### src/rtl/fifo_pkg.sv
`default_nettype none
// ============================================================================
// Module : fifo_pkg
// Shared read-mode constants and the count-width helper for the FIFO family.
// Rev    : 1.0  initial release
// ============================================================================
package fifo_pkg;

    localparam int FIFO_STD  = 0;
    localparam int FIFO_FWFT = 1;

    // Width needed to hold every occupancy value 0..depth inclusive.
    function automatic int fifo_cw(input int depth);
        return $clog2(depth + 1);
    endfunction

endpackage
`default_nettype wire

### src/rtl/fifo_ptr_wrap.sv
`default_nettype none
// ============================================================================
// Module : fifo_ptr_wrap
// DEPTH-modulo pointer incrementer; valid for any DEPTH, not only powers of 2.
// Rev    : 1.0  initial release
// ============================================================================
module fifo_ptr_wrap
    import fifo_pkg::*;
#(
    parameter int DEPTH = 8,
    parameter int PW    = $clog2(DEPTH)
) (
    input  logic [PW-1:0] i_ptr,
    input  logic          i_inc,
    output logic [PW-1:0] o_ptr_nxt
);

    localparam logic [PW-1:0] c_last = PW'(DEPTH - 1);

    always_comb begin
        o_ptr_nxt = i_ptr;
        if (i_inc) begin
            o_ptr_nxt = (i_ptr == c_last) ? '0 : i_ptr + PW'(1);
        end
    end

endmodule
`default_nettype wire

### src/rtl/fifo_mem_prog.sv
`default_nettype none
// ============================================================================
// Module : fifo_mem_prog
// Single-clock FIFO: any depth, STD/FWFT read, live thresholds, sticky errors.
// Rev    : 1.0  initial release
// ============================================================================
module fifo_mem_prog
    import fifo_pkg::*;
#(
    parameter int DATA_W = 8,
    parameter int DEPTH  = 8,
    parameter int FWFT   = FIFO_STD,
    parameter int CW     = fifo_cw(DEPTH)
) (
    input  logic              clk,
    input  logic              rst,
    input  logic              wr_en_i,
    input  logic              rd_en_i,
    input  logic              flush_i,
    input  logic              clr_err_i,
    input  logic [DATA_W-1:0] data_i,
    input  logic [CW-1:0]     af_thresh_i,
    input  logic [CW-1:0]     ae_thresh_i,
    output logic [DATA_W-1:0] data_o,
    output logic              valid_o,
    output logic [CW-1:0]     count_o,
    output logic              full_o,
    output logic              empty_o,
    output logic              almost_full_o,
    output logic              almost_empty_o,
    output logic              overflow,
    output logic              underflow,
    output logic              ovf_sticky_o,
    output logic              udf_sticky_o
);

    localparam int          PW      = $clog2(DEPTH);
    localparam logic [CW-1:0] c_depth = CW'(DEPTH);

    logic [DATA_W-1:0] r_mem [DEPTH];

    logic [PW-1:0]     r_wr_ptr;
    logic [PW-1:0]     r_rd_ptr;
    logic [PW-1:0]     w_wr_ptr_nxt;
    logic [PW-1:0]     w_rd_ptr_nxt;
    logic [CW-1:0]     r_count;
    logic [DATA_W-1:0] r_data;
    logic              r_valid;
    logic              r_ovf;
    logic              r_udf;
    logic              r_ovs;
    logic              r_uds;

    logic              w_empty;
    logic              w_full;
    logic              w_rd_acc;
    logic              w_wr_acc;
    logic              w_ovf_nxt;
    logic              w_udf_nxt;

    assign w_empty  = (r_count == '0);
    assign w_full   = (r_count == c_depth);
    // A read on a full FIFO frees the slot the concurrent write needs.
    assign w_rd_acc = rd_en_i && !w_empty;
    assign w_wr_acc = wr_en_i && (!w_full || w_rd_acc);

    // Requests arriving during a flush are dropped silently.
    assign w_ovf_nxt = !flush_i && wr_en_i && !w_wr_acc;
    assign w_udf_nxt = !flush_i && rd_en_i && !w_rd_acc;

    fifo_ptr_wrap #(
        .DEPTH     (DEPTH),
        .PW        (PW)
    ) u_wr_ptr (
        .i_ptr     (r_wr_ptr),
        .i_inc     (w_wr_acc),
        .o_ptr_nxt (w_wr_ptr_nxt)
    );

    fifo_ptr_wrap #(
        .DEPTH     (DEPTH),
        .PW        (PW)
    ) u_rd_ptr (
        .i_ptr     (r_rd_ptr),
        .i_inc     (w_rd_acc),
        .o_ptr_nxt (w_rd_ptr_nxt)
    );

    always_ff @(posedge clk) begin
        if (rst && !flush_i && w_wr_acc) begin
            r_mem[r_wr_ptr] <= data_i;
        end
    end

    always_ff @(posedge clk) begin
        if (!rst) begin
            r_wr_ptr <= '0;
            r_rd_ptr <= '0;
            r_count  <= '0;
            r_data   <= '0;
            r_valid  <= 1'b0;
            r_ovf    <= 1'b0;
            r_udf    <= 1'b0;
            r_ovs    <= 1'b0;
            r_uds    <= 1'b0;
        end else begin
            r_ovf <= w_ovf_nxt;
            r_udf <= w_udf_nxt;
            // A fresh error beats a simultaneous clear.
            r_ovs <= w_ovf_nxt | (r_ovs & ~clr_err_i);
            r_uds <= w_udf_nxt | (r_uds & ~clr_err_i);
            if (flush_i) begin
                r_wr_ptr <= '0;
                r_rd_ptr <= '0;
                r_count  <= '0;
                r_valid  <= 1'b0;
            end else begin
                r_wr_ptr <= w_wr_ptr_nxt;
                r_rd_ptr <= w_rd_ptr_nxt;
                r_valid  <= w_rd_acc;
                if (w_rd_acc) begin
                    r_data <= r_mem[r_rd_ptr];
                end
                case ({w_wr_acc, w_rd_acc})
                    2'b10:   r_count <= r_count + CW'(1);
                    2'b01:   r_count <= r_count - CW'(1);
                    default: r_count <= r_count;
                endcase
            end
        end
    end

    generate
        if (FWFT == FIFO_FWFT) begin : g_fwft
            // While empty, show the last popped word instead of stale storage.
            assign data_o  = w_empty ? r_data : r_mem[r_rd_ptr];
            assign valid_o = !w_empty;
        end else begin : g_std
            assign data_o  = r_data;
            assign valid_o = r_valid;
        end
    endgenerate

    assign count_o        = r_count;
    assign full_o         = w_full;
    assign empty_o        = w_empty;
    assign almost_full_o  = (af_thresh_i == '0) || (r_count >= af_thresh_i);
    assign almost_empty_o = (ae_thresh_i >= c_depth) || (r_count <= ae_thresh_i);
    assign overflow       = r_ovf;
    assign underflow      = r_udf;
    assign ovf_sticky_o   = r_ovs;
    assign udf_sticky_o   = r_uds;

endmodule
`default_nettype wire

### config.mk
export PLATFORM = sky130hd
export DESIGN_NAME = fifo_mem_prog
export DESIGN_NICKNAME = d
export VERILOG_FILES = /design/src/rtl/fifo_pkg.sv /design/src/rtl/fifo_ptr_wrap.sv /design/src/rtl/fifo_mem_prog.sv
export SDC_FILE = /design/constraint.sdc
export NUM_CORES = 1
export LEC_CHECK = 0
export ABC_AREA = 1
export BUFFER_PORTS_ARGS = -buffer_cell sky130_fd_sc_hd__clkbuf_2
export CORE_UTILIZATION = 52
export CTS_CLUSTER_SIZE = 40
export DETAILED_ROUTE_END_ITERATION = 10
export GPL_ROUTABILITY_DRIVEN = 0
export HOLD_SLACK_MARGIN = 0.05
export MAX_ROUTING_LAYER = met4
export PLACE_DENSITY_LB_ADDON = 0.2
export SLEW_MARGIN = 10
export SYNTH_ARGS = -nofsm -noshare
export SYNTH_HDL_FRONTEND = slang
export SYNTH_SLANG_ARGS = --single-unit
### constraint.sdc
create_clock -name clk -period 1.7 [get_ports clk]
set_input_delay 0.255 -clock clk [delete_from_list [all_inputs] [get_ports clk]]
set_output_delay 0.255 -clock clk [all_outputs]
set_load 0.05 [all_outputs]
### After elaboration in Yosys (flattened, before gate mapping)

Memories as Yosys holds them, arrays and structs flattened. A register that Yosys moved wholly into a read port is not among the register bits.
Index checks and enable logic that the tools add are counted.
W data, S select, Z words.

* add/sub/neg operators: 4
* order comparisons: 3
* equality and inequality tests: 5
* multiplexer cells: 5
* bitwise gates (word level): 7
* reductions and logical operators: 22

Operators with widths (number)
* $logic_and A1 B1 Y1: 8
* $logic_not A4 Y1: 2
* $pmux W4 S2: 1
* $add A3 B1 Y3 const B: 2
* $eq A3 B3 Y1 const B: 2
* $logic_not A1 Y1: 6
* $mux W3: 2
* $add A4 B1 Y4 const B: 1
* $eq A4 B4 Y1 const B: 1
* $ge A4 B4 Y1: 1
* $ge A4 B4 Y1 const B: 1
* $le A4 B4 Y1: 1
* $sub A4 B1 Y4 const B: 1
* $logic_or A1 B1 Y1: 3
* $not A1 Y1: 3
* $and A1 B1 Y1: 2
* $eq A2 B1 Y1 const B: 1
* $eq A2 B2 Y1 const B: 1
* $mux W1: 2
* $or A1 B1 Y1: 2
* $reduce_and A2 Y1: 1
* $reduce_bool A2 Y1: 1
* $reduce_or A2 Y1: 1

* register bits after elaboration: 15
* memory bits (writable): 64
* input port bits: 22
* output and inout bits: 21
* memories kept: 1

Memories
* r_mem: words 8, bits a word 8, read ports 1, clocked after memory_dff 1, wr ports 1, RTL line fifo_mem_prog.sv:40 `logic [DATA_W-1:0] r_mem [DEPTH];`

### Logic depth before layout (Yosys ltp)

Gate-level depths: netlist of the first run.

* word-level depth: 8
* gate-level depth with buffers: 11
* mapped depth without buffers: 11

### Hierarchy

From an unflattened synthesis of the first run, not the netlist that was laid out.

* cells, all modules: 417
* area, all modules: 4060.1 µm²

By module, submodules not included
* fifo_mem_prog: times used 1, cells each 391, area an instance 3927.5 µm², seq. area each 2382.3 µm²
* fifo_ptr_wrap: times used 2, cells each 13, area an instance 66.3 µm², seq. area each 0.0 µm²

### Worst setup path before layout of the first run

Ideal clock, no wire load.

* path type: reg2out
* start point: reg r_count[0] (netlist: count_o[0])
* end point: out almost_full_o
* arrival time: 1.934 ns
* required time: 1.445 ns
* setup slack: -0.489 ns
* stages on the path, launching flop included: 7
* buffers on the path: 0
* cells stage by stage: dfxtp_1 inv_1 ha_1 o21a_1 o21a_1 o21ai_0 nand2_1

* longest elaborated chain between the ends: 2

RTL lines
* start, declared: RTL line fifo_mem_prog.sv:46 `logic [CW-1:0] r_count;`
* start signal, assigned: RTL line fifo_mem_prog.sv:125 `2'b10: r_count <= r_count + CW'(1);`
* start signal, assigned: RTL line fifo_mem_prog.sv:126 `2'b01: r_count <= r_count - CW'(1);`
* start signal, assigned: RTL line fifo_mem_prog.sv:127 `default: r_count <= r_count;`
* $ge A4 B4 Y1: RTL line fifo_mem_prog.sv:147 `assign almost_full_o = (af_thresh_i == '0) || (r_count >= af_thresh_i);`
* $logic_or A1 B1 Y1: RTL line fifo_mem_prog.sv:147
* end, declared: RTL line fifo_mem_prog.sv:29 `output logic almost_full_o,`

No other way between the ends.

### Final worst setup path of the first run

Ends and elaborated chain as after synthesis.

==> results of run 1 <==
[registers in the layout, indices dropped and copies added, names as in the netlist, 3 cells and up]
signal and flops:
count_o 4, data_o 8, r_mem 64, r_wr_ptr 3, r_rd_ptr 3
[through the flow]
step	util	setup TNS (ns)	setup WS, ns	instance area, µm²
2_1_floorplan	-	-0.0177	-0.0177	3900
3_3_place_gp	0.605	0	0.0410	4370
3_5_place_dp	0.605	0	0.0162	4370
4_1_cts	0.651	-0.426	-0.243	4690
5_1_grt	0.685	-11.74	-0.251	4940
6_report	0.685	-8.46	-0.181	4940
[cell type report]
type / instances / area, µm² / area share
flip-flops and latches: 87 / 2400 / 0.485
multi-input cells: 248 / 1460 / 0.296
repair buffers: 76 / 617 / 0.125
inverters: 43 / 166 / 0.0337
clock buffers: 9 / 124 / 0.0251
well taps: 99 / 124 / 0.0251
clock inverters: 7 / 47.5 / 0.00963
[cell usage after synthesis, drive strengths merged]
library cell / instances
a211oi: 2
o21ai: 15
nand2: 108
nor2: 38
inv: 41
nand4: 1
xor2: 1
edfxtp: 64
fa: 1
clkbuf: 1
o21a: 2
ha: 14
nor3: 1
a21oi: 22
buf: 11
nand3: 43
dfxtp: 23
clkinv: 2
[routing by layer]
layer	GRT usage	vias to the layer above
met2	0.327	111
met3	0.0336	14
met1	0.356	1373
met4	0.0938	0
li1	-	1447
met5	-	-
[critical path, cell delays in order, from the launching register on]
cell	delay, ns
dfxtp_4	0.37
inv_4	0.04
ha_4	0.19
o21a_1	0.16
o21a_1	0.17
o21ai_2	0.12
nand2_2	0.07
buf_8	0.15
[what timing repair did]
item                                    4_1_cts  5_1_grt
resized for setup                            24       47
setup buffers                                 4       11
pin swaps                                     9       23
hold buffers                                  0        0
endpoints found under the setup margin        3       71
[cell families (layout without fill, tap and decap cells)]
family / after synthesis / in the layout / synth area share
DFF: 87 / 87 / 0.616
AOI/OAI and AO/OA: 41 / 41 / 0.0585
and+or+nand+nor: 191 / 191 / 0.212
adders and majority gates: 15 / 15 / 0.0504
xor gates and xnor gates: 1 / 1 / 0.00226
buffers and inverters: 55 / 135 / 0.0608
[power breakdown]
group          leakage, nW  internal, mW  switching [mW]  total, mW
clock network       0.0854         0.531           0.764       1.30
registers            0.766          2.31          0.0332       2.34
logic                 1.18         0.234           0.400      0.633
[worst paths after layout]
kind	from	to
max	count_o[0]	almost_full_o
min	clr_err_i	ovf_sticky_o
max reg2reg	count_o[0]	count_o[3]
min reg2reg	data_o[5]	data_o[5]
==> out/results.ini, run 1 <==
[status]
status = finished with violations
violations = setup timing

[clocking]
cts_tree = done
clockBufferDepth = 2
htree_num_levels = 3
clk_latency_ns = 0.35
clk_pin_slew_ns = 0.10
cts_made_buffers = 9
clockRootBuffer = clkbuf_8
clock-sinks = 87

[synth]
syn-num-nets = 427
ys_ff_latch = 87
synthTopCellsByArea = edfxtp_1 50%, dfxtp_1 12%, nand2_1 10%
ys_warn_count = 0
synth_top_area_cell = edfxtp_1
synth_cell_type_count = 28
synth_top_area_share = 0.497
syn_area_per_cell_um2 = 9.92
syn-cell-area_mm2 = 0.00387
netlist_instances = 390
synth-seq-area-share = 0.616

[drt]
drt_wl_total_mm = 9.19
routed.top_layer = met4
dr_wl_met3_um = 522
vias = 2945
first_pass_iters = 5
wl_met1_mm = 4.17
avgRoutedWirePerCell_um = 16.2
postRouteAntennaNets = 0
vias_per_cell = 5.18
drt_iter0_drc = 188
wl_met2_mm = 4.34
drc = 0

[layout]
diodes = 0
nFillCells = 531
drive_gt1_frac = 0.298
syn2layout_area_growth_pct = 27.6
final_nets = 502
mostFrequentLayoutCells = 102 x nand2_1, 64 x edfxtp_1, 38 x clkbuf_2
fin_cells = 569
layout_commonest_cell = nand2_1

[sta]
worst_pin_slew_ns = 0.316
maxSlewHeadroom = 0.788
period_needed_ns = 1.88
slew_violations = 0
whs_ns = 0.173
rsz0062_at_grt = true
hold_viol = 0
fmax_mhz = 532
fin_ws_ns = -0.181
fin_skew_ns = 0.0138
period_share = 1.11
finalSetupViolations = 71

[power]
powerDensity_mw_per_mm2 = 864
ir_worst_vdd_uv = 541
p_leak_nw = 2.04
finalPower_mw = 4.27

[die]
dieHeight_um = 88.3
die_area_mm2 = 0.00779
initial_utilization = 0.536
num_rows = 31
die_width_um = 88.3
core_mm2 = 0.00721
ios = 43

[placed_design]
hpwl_mm = 5.60
numPortBuffers = 42
post-place-cells = 545

[run]
drv_cap = 0

[grt]
grt.total_usage = 0.238
antenna_found_initial = 0
grt_max_degree = 22
first_global_vias = 2506
grt_pass1_wl_mm = 12.9
grt-ovfl-total = 0

[setup_path]
r2r_slack_ns = -0.17
cp-end-kind = output port
worstRegToRegCells = 13
cp.required_ns = 1.44
cp_max_fo = 2
arrival_ns = 1.63
critPathKind = flop to output port
startpoint_type = flop

[min_path]
holdPathStages = 4
hold_path_class = primary input to flop

Note: power is estimated with default switching activity, not from simulation.
==> run 2, diff against run 1 <==
--- a/config.mk
+++ b/config.mk
@@ -7,6 +7,7 @@
 export LEC_CHECK = 0
 export ABC_AREA = 1
 export BUFFER_PORTS_ARGS = -buffer_cell sky130_fd_sc_hd__clkbuf_2
+export CORE_ASPECT_RATIO = 1.1
 export CORE_UTILIZATION = 52
 export CTS_CLUSTER_SIZE = 40
 export DETAILED_ROUTE_END_ITERATION = 10
==> run 2 against run 1 <==
The run ends with DRC, setup timing left. Power up 0.81%. Sequential share of layout area grew 2.5 points. Critical path depth is the same. Clock skew down 0.0081 ns. Sequential cell count stayed put. Routed wire length is 11% lower. Hold slack worse by 0.0086 ns. Critical path type unchanged. Highest routed layer unchanged.
==> out/results.ini, run 2 (synthesis results as in run 1) <==
[power]
p_leak_nw = 1.99  ; -2.3%
ir_worst_vdd_uv = 379  ; -30%
switching_power_mw = 1.16  ; -3.5%
powerDensity_mw_per_mm2 = 916  ; +6.0%
power_frac_seq = 0.542  ; -0.006
finalPower_mw = 4.30  ; +0.81%
swShare = 0.269  ; -0.0120
power_frac_comb = 0.133  ; -0.015
clkPwrFrac = 0.325  ; +0.021
power.internal_mw = 3.15  ; +2.5%

[grt]
antenna_found_initial = 0  ; unchanged
grt_max_degree = 23  ; +4.5%
grt_pass1_wl_mm = 13.5  ; +4.6%
grt-ovfl-total = 0  ; unchanged
grt.total_usage = 0.239  ; +0.000646
first_global_vias = 2828  ; +13%

[setup_path]
path_cells = inv_4, ha_4, o21a_1, o21a_1, o21ai_2, nand2_2, buf_8
cp-end-kind = output port
crit_buf_inv = 2  ; unchanged
arrival_ns = 1.62  ; about the same
cp_max_fo = 2  ; unchanged
critPathKind = flop to output port
cp.required_ns = 1.44  ; about the same
path_delay_family = compound AO/OA/AOI/OAI gates
startpoint_type = flop
worst_path_largest_cell_delay_ns = 0.37  ; about the same
cp_slowest_cell = dfxtp_4
critPathMostFrequentCell = o21a_1

[die]
die_area_mm2 = 0.00779  ; about the same
dieHeight_um = 92.5  ; +4.8%
num_rows = 32  ; +3.2%
initial_utilization = 0.546  ; +0.00966
die_width_um = 84.3  ; -4.5%
core_mm2 = 0.00709  ; -1.8%
ios = 43  ; unchanged

[layout]
diodes = 0  ; unchanged
drive_gt1_frac = 0.262  ; -0.0361
mostFrequentLayoutCells = 103 x nand2_1, 64 x edfxtp_1, 38 x nand3_1, 38 x clkbuf_2, 35 x inv_1
finalInstanceArea_mm2 = 0.00470  ; -4.9%
final_nets = 498  ; -0.80%
syn2layout_area_growth_pct = 21.3
layout_commonest_cell = nand2_1
top_register = r_mem
largest_reg_flops = 64  ; unchanged

[sta]
fin_ws_ns = -0.174  ; +0.00742 ns
finalSetupViolations = 2  ; -97%
period_share = 1.10  ; -0.00436
period_needed_ns = 1.87  ; -0.00742 ns
rsz0062_at_grt = true
fin_skew_ns = 0.00571  ; -0.00810 ns
maxSlewHeadroom = 0.761  ; -0.0274
fmax_mhz = 534  ; +0.40%
hold_viol = 0  ; unchanged
slew_violations = 0  ; unchanged
worst_pin_slew_ns = 0.356  ; +0.0408 ns
fin_tns_setup_ns = -0.264  ; +8.19 ns

[clocking]
cts_tree = done
clockRootBuffer = clkbuf_8
htree_num_levels = 3  ; unchanged
clockBufferDepth = 2  ; unchanged
clk_pin_slew_ns = 0.09  ; about the same
clk_latency_ns = 0.36  ; about the same
cts_hold_buf = 0  ; unchanged
cts_made_buffers = 9  ; unchanged
clock-sinks = 87  ; unchanged

[status]
violations = DRC, setup timing
status = finished with violations

[drt]
avgRoutedWirePerCell_um = 14.8  ; -8.3%
postRouteAntennaNets = 0  ; unchanged
drt_wl_total_mm = 8.16  ; -11%
vias_per_cell = 5.13  ; -0.84%
first_pass_iters = 7  ; +2
drt_iter0_drc = 144  ; -23%
drc = 2  ; +2
vias = 2828  ; -4.0%

[placed_design]
place_area_mm2 = 0.00434  ; -0.69%
numPortBuffers = 42  ; unchanged
hpwl_mm = 5.51  ; -1.5%

[run]
drv_cap = 0  ; unchanged

[min_path]
hold_path_class = primary input to flop

[run 2: changes by cell type in the layout (fill, tap and decap cells not counted), sizes merged]
cell	previous run	this run
clkbuf	47	48
inv	42	43
buf	38	34
clkinvlp	2	0
[run 2: timing repair]
item | CTS | global route
setup endpoints to repair | 2 | 70
gates resized for setup | 18 | 16
endpoints found under the hold margin | 0 | 0
pin swaps | 7 | 10
buffers inserted | 4 | 1
[run 2: per-stage QoR]
step | util | setup slack (ns) | cells | hold WS (ns)
floorplan | - | -0.0177 | 390 | 0.354
global placement | 0.612 | 0.0247 | 531 | 0.452
detailed placement | 0.612 | 0.00540 | 531 | 0.459
CTS | 0.657 | -0.233 | 551 | 0.147
global route | 0.663 | -0.240 | 551 | 0.180
finish | 0.663 | -0.174 | 551 | 0.164
[run 2: layer usage]
metal,up-vias,part of all wire,track usage
met3,18,0.055,0.0410
met4,0,0.023,0.101
met5,-,0,-
met1,1301,0.42,0.297
li1,1439,-,-
met2,70,0.51,0.389
[run 2: final cells by class]
cell class | count | area [µm²]
well taps | 85 | 106
inverters | 43 | 164
fillers | 584 | 2390
clock inverters | 6 | 50.0
flip-flops and latches | 87 | 2400
repair buffers | 72 | 479
multi-input cells | 248 | 1350
clock buffers | 10 | 149
[run 2: power groups by stage]
| stage | Combinational [mW] | Clock (mW) | Sequential (mW) |
|---|---|---|---|
| floorplan | 0.276 | 0 | 2.44 |
| global placement | 0.491 | 0 | 2.38 |
| detailed placement | 0.502 | 0 | 2.38 |
| global route | 0.633 | 1.51 | 2.34 |
| finish | 0.572 | 1.40 | 2.33 |
| CTS | 0.549 | 1.43 | 2.33 |
[run 2: worst min-delay path, stage by stage]
cell,delay (ns)
clkbuf_2,0.08
inv_1,0.04
nand2_1,0.05
a21oi_1,0.06
[run 2: path summary, 6_finish.rpt]
kind | cells after the start | slack (ns) | to | startpoint
setup reg to reg | 12 | 0.04 | count_o[3] | count_o[1]
hold / removal | 4 | 0.16 | udf_sticky_o | clr_err_i
hold reg to reg | 2 | 0.47 | data_o[4] | data_o[4]
setup / recovery | 7 | -0.17 | almost_full_o | count_o[0]
